===== src/rtl/fetch_queue.sv =====
// Instruction fetch queue: walks a PC through a combinational ROM and buffers
// {instr, pc, pc+4} entries for decode. Optional perf counters: FETCH_QUEUE_PERF_EN.
module fetch_queue #(
  parameter int              XLEN     = 32,
  parameter int              DEPTH    = 4,
  parameter logic [XLEN-1:0] RESET_PC = '0
) (
  input  logic                   clk,
  input  logic                   _reset,
  output logic [XLEN-1:0]        imem_addr,
  output logic                   imem_req,
  input  logic [XLEN-1:0]        imem_rdata,
  input  logic                   redirect,
  input  logic [XLEN-1:0]        redirect_pc,
  input  logic                   deq_ready,
  output logic                   deq_valid,
  output logic [XLEN-1:0]        deq_instr,
  output logic [XLEN-1:0]        deq_pc,
  output logic [XLEN-1:0]        deq_pc4,
  output logic [$clog2(DEPTH):0] count,
  output logic [31:0]            perf_full_cycles,
  output logic [31:0]            perf_redirects
);

  localparam int PTRW = $clog2(DEPTH);
  localparam int CNTW = PTRW + 1;

  logic [XLEN-1:0] fetchPc_q, fetchPc_d;
  logic [PTRW-1:0] head_q, head_d, tail_q, tail_d;
  logic [CNTW-1:0] count_q, count_d;
  logic [XLEN-1:0] instrMem_q [DEPTH];
  logic [XLEN-1:0] pcMem_q    [DEPTH];
  logic [XLEN-1:0] pc4Mem_q   [DEPTH];
  logic            fullBlock, push, pop;
  logic            unusedPcBits;

  assign unusedPcBits = ^redirect_pc[1:0];

  // A full queue still accepts a fetch when the head leaves in the same cycle.
  always_comb begin
    deq_valid = (count_q != '0);
    fullBlock = (count_q == CNTW'(DEPTH)) && !(deq_valid && deq_ready);
    imem_req  = !fullBlock && !redirect;
    push      = imem_req;
    pop       = deq_valid && deq_ready && !redirect;

    fetchPc_d = fetchPc_q;
    head_d    = head_q;
    tail_d    = tail_q;
    count_d   = count_q;

    if (redirect) begin
      fetchPc_d = {redirect_pc[XLEN-1:2], 2'b00};
      head_d    = '0;
      tail_d    = '0;
      count_d   = '0;
    end else begin
      if (push) begin
        fetchPc_d = fetchPc_q + XLEN'(4);
        tail_d    = tail_q + PTRW'(1);
      end
      if (pop) begin
        head_d = head_q + PTRW'(1);
      end
      count_d = count_q + CNTW'(push) - CNTW'(pop);
    end
  end

  always_ff @(posedge clk) begin
    if (!_reset) begin
      fetchPc_q <= RESET_PC;
      head_q    <= '0;
      tail_q    <= '0;
      count_q   <= '0;
    end else begin
      fetchPc_q <= fetchPc_d;
      head_q    <= head_d;
      tail_q    <= tail_d;
      count_q   <= count_d;
    end
  end

  always_ff @(posedge clk) begin
    if (!_reset) begin
      for (int i = 0; i < DEPTH; i++) begin
        instrMem_q[i] <= '0;
        pcMem_q[i]    <= '0;
        pc4Mem_q[i]   <= '0;
      end
    end else if (push) begin
      instrMem_q[tail_q] <= imem_rdata;
      pcMem_q[tail_q]    <= fetchPc_q;
      pc4Mem_q[tail_q]   <= fetchPc_q + XLEN'(4);
    end
  end

  assign imem_addr = fetchPc_q;
  assign deq_instr = instrMem_q[head_q];
  assign deq_pc    = pcMem_q[head_q];
  assign deq_pc4   = pc4Mem_q[head_q];
  assign count     = count_q;

`ifdef FETCH_QUEUE_PERF_EN
  logic [31:0] perfFull_q, perfRedir_q;

  // Both counters stick at all-ones rather than wrapping.
  always_ff @(posedge clk) begin
    if (!_reset) begin
      perfFull_q  <= '0;
      perfRedir_q <= '0;
    end else begin
      if (fullBlock && (perfFull_q != '1)) begin
        perfFull_q <= perfFull_q + 32'd1;
      end
      if (redirect && (perfRedir_q != '1)) begin
        perfRedir_q <= perfRedir_q + 32'd1;
      end
    end
  end

  assign perf_full_cycles = perfFull_q;
  assign perf_redirects   = perfRedir_q;
`else
  assign perf_full_cycles = '0;
  assign perf_redirects   = '0;
`endif

endmodule


===== config.mk =====
export PLATFORM = sky130hd
export DESIGN_NAME = fetch_queue
export DESIGN_NICKNAME = d
export VERILOG_FILES = /design/src/rtl/fetch_queue.sv
export SDC_FILE = /design/constraint.sdc
export NUM_CORES = 1
export LEC_CHECK = 0
export CAP_MARGIN = 5
export CORE_ASPECT_RATIO = 1.4
export CORE_MARGIN = 2
export CORE_UTILIZATION = 55
export CTS_BUF_LIST = sky130_fd_sc_hd__clkbuf_8
export DETAILED_ROUTE_END_ITERATION = 8
export PLACE_DENSITY_LB_ADDON = 0.1
export SLEW_MARGIN = 5
export SYNTH_ARGS = -nofsm -noshare
export SYNTH_HDL_FRONTEND = slang
export SYNTH_SLANG_ARGS = --single-unit

===== constraint.sdc =====
create_clock -name clk -period 6.55 [get_ports clk]
set_input_delay 1.6375 -clock clk [delete_from_list [all_inputs] [get_ports clk]]
set_output_delay 1.6375 -clock clk [all_outputs]
set_load 0.02 [all_outputs]

==> impl_metrics.tcl <==
set metrics [dict create \
    outcome "finished clean" \
    top_level_ports 265 \
    vias_per_cell 5.614 \
    grtUsageTotal 0.2471 \
    ys.flop_type "edfxtp_1" \
    drt_iter0_drc 881 \
    yosys_warnings 0 \
    postCtsSetupBuffers 0 \
    fin_crit_ns 5.131 \
    synth_top_family_by_area "simple AND/OR/NAND/NOR gates" \
    areaGrowthSynthToFinish_pct 16.56 \
    ctsResizeCount 0 \
    cp_slowest_stage_delay_ns 0.68 \
    cts_root_buffer "clkbuf_8" \
    dp_hpwl_um 25230 \
    ys_async_sr_fraction 0 \
    final_nets 1570 \
    core_area_um2 33310 \
    antenna_found_initial 0 \
    slew_headroom 0.3899 \
    fin_setup_tns_ns 0 \
    routed_wl_um 43470 \
    cp.required_ns 4.91 \
    pwr_density_cell_nw_per_um2 252.8 \
    drc 0 \
    met2_length_um 22110 \
    slew_violations 0 \
    worst_slew_pin_slew_ns 0.9152 \
    cts.sink_count 407 \
    synth.mux.area_fraction 0.1114 \
    vdd_drop_max_uv 135.3 \
    yosys.area_share.simple 0.1454 \
    yosysTopAreaCellShare 0.5941 \
    max_cap_viol_count 0 \
    dr_wl_met3_um 2818 \
    gp_congestion 0.8065 \
    synthCells 1321 \
    p_leak_uw 0.007929 \
    drtAntennaViolNets 0 \
    grt_pass1_vias 11410 \
    portBuffers 192 \
    synth.yosys.seq_area_share 0.6361 \
    placedCellCount 1882 \
    synth_compound_area_frac 0.01641 \
    path_max_fanout 19 \
    clk_latency_ns 0.61 \
    netlist_top_cells_count "368 x edfxtp_1, 171 x nor2_1, 163 x and2_1, 92 x mux4_2, 71 x buf_4" \
    setup_viol 0 \
    clockBufferDepth 3 \
    yosys.area.top_type "edfxtp_1" \
    min_period_over_period 0.7834 \
    layoutNonFillerInstCount 1982 \
    crit_path_top_delay_cell "clkdlybuf4s50_1" \
    cts_made_buffers 59 \
    grt_max_degree 62 \
    dr.pass1.iters 5 \
    post_drt_wl_per_cell_um 21.93 \
    rows 79 \
    synth.most_common_cell "edfxtp_1" \
    ys_ff_latch 407 \
    met1_length_um 17140 \
    clk_pin_slew_worst_paths_ns 0.06 \
    hold_class "reg -> reg" \
    htreeDepth 2 \
    start_util 0.5584 \
    synthAdderAreaFrac 0.003094 \
    netlist_area_um2 18600 \
    synth_edf_count 368 \
    syn_area_per_cell_um2 14.08 \
    worst_setup_path_start_kind "input pin" \
    die_area_um2 35330 \
    num_vias 11130 \
    gr-total-overflow 0 \
    drive_above_1_share 0.1431 \
    end_kind "output port" \
    die_w_um 159.4 \
    hold_violations 0 \
    rsz0062_at_grt "false" \
    synth-xor-area-share 0.02684 \
    synth.distinct_cells 52 \
    antenna_cells 0 \
    cts_hold_buf 0 \
    path_common_cell "clkdlybuf4s50_1" \
    path_cells "clkdlybuf4s50_1 -> nor4b_4 -> buf_4 -> nor2_1 -> clkdlybuf4s50_1" \
    cp_data_arrival_time_ns 3.49 \
    grt_pass1_wl_um 66150 \
    max_freq_mhz 194.9 \
    fin_skew_ns 0.02779 \
    fp.dieH_um 221.6 \
    synthTopCellsByArea "edfxtp_1 59%, mux4_2 11%, and2_1 5.5%, dfxtp_1 4.2%, nor2_1 3.5%" \
    crit_type "in -> out" \
    highest_layer "met4" \
    cts_tree "done" \
]
[stage by stage]
| stage | util | power (uW) | worst slack (ns) | area (um^2) | hold WS, ns |
|---|---|---|---|---|---|
| floorplan | - | 3460 | 1.197 | 18860 | 0.4847 |
| global placement | 0.6191 | 3687 | 1.417 | 20620 | 0.4982 |
| detailed placement | 0.6191 | 3697 | 1.424 | 20620 | 0.5243 |
| CTS | 0.6509 | 5531 | 1.475 | 21680 | 0.5561 |
| global route | 0.6509 | 5673 | 1.401 | 21680 | 0.5731 |
| finish | 0.6509 | 5481 | 1.419 | 21680 | 0.5521 |
[cell families (layout without fill, tap and decap cells)]
logic type / after synthesis / after routing
AOI/OAI and AO/OA: 57 / 57
xor gates and xnor gates: 57 / 57
adders and majority gates: 4 / 4
buffers and inverters: 196 / 343
DFF: 407 / 407
muxes: 92 / 92
other: 1 / 70
and+or+nand+nor: 507 / 507
[power breakdown]
group          switching [uW]  internal, uW
combinational             342           246
clock                     919           923
sequential               76.6          2970
total                    1340          4140
[layout make-up]
type                            instances  area [um^2]
Fill cell                            2531        11630
Timing Repair Buffer                  218         2167
Clock inverter                         33        135.1
Clock buffer                           67        922.1
Inverter                               25        93.84
Multi-Input combinational cell        787         5967
Sequential cell                       407        11840
Tap cell                              445        556.8
[layout by cell type, fill, tap and decap left out, drive strengths merged, types with 12 or more instances in the layout]
cell / synthesis / layout
nand3: 17 / 17
nand2: 50 / 50
xnor2: 34 / 34
o21ai: 29 / 29
inv: 23 / 42
and3: 48 / 48
conb: 1 / 70
and2: 166 / 166
clkdlybuf4s50: 0 / 192
mux4: 92 / 92
clkbuf: 64 / 67
dfxtp: 39 / 39
edfxtp: 368 / 368
buf: 106 / 26
clkinv: 2 / 16
a21oi: 20 / 20
nor3: 12 / 12
nand4: 17 / 17
nor2: 171 / 171
xor2: 23 / 23
[worst max-delay path: cells and delay by family]
kind / cells / cell delay, ns
buf+inv: 3 / 1.47
simple gates: 2 / 0.39
[layer usage]
| layer | up-vias | track usage |
|---|---|---|
| li1 | 4985 | - |
| met1 | 5572 | 0.3160 |
| met2 | 476 | 0.4302 |
| met3 | 94 | 0.03591 |
| met4 | 0 | 0.09296 |
| met5 | - | 0 |
[final timing paths]
kind | from | endpoint | slack (ns) | cells past startpoint
worst max-delay path | deq_ready | imem_req | 1.42 | 5
worst min-delay path | head_q[0] | head_q[0] | 0.55 | 2
worst max register to register | count[1] | instrMem_q[2][16] | 3.09 | 6
worst min register to register | head_q[0] | head_q[0] | 0.55 | 2
[registers in the layout, summed over array words and instances, names as in the netlist, named ones only]
name,cells
count,3
head_q,2
imem_addr,30
instrMem_q,128
pc4Mem_q,120
pcMem_q,120
tail_q,2
Power figures use the tool's default switching activity.
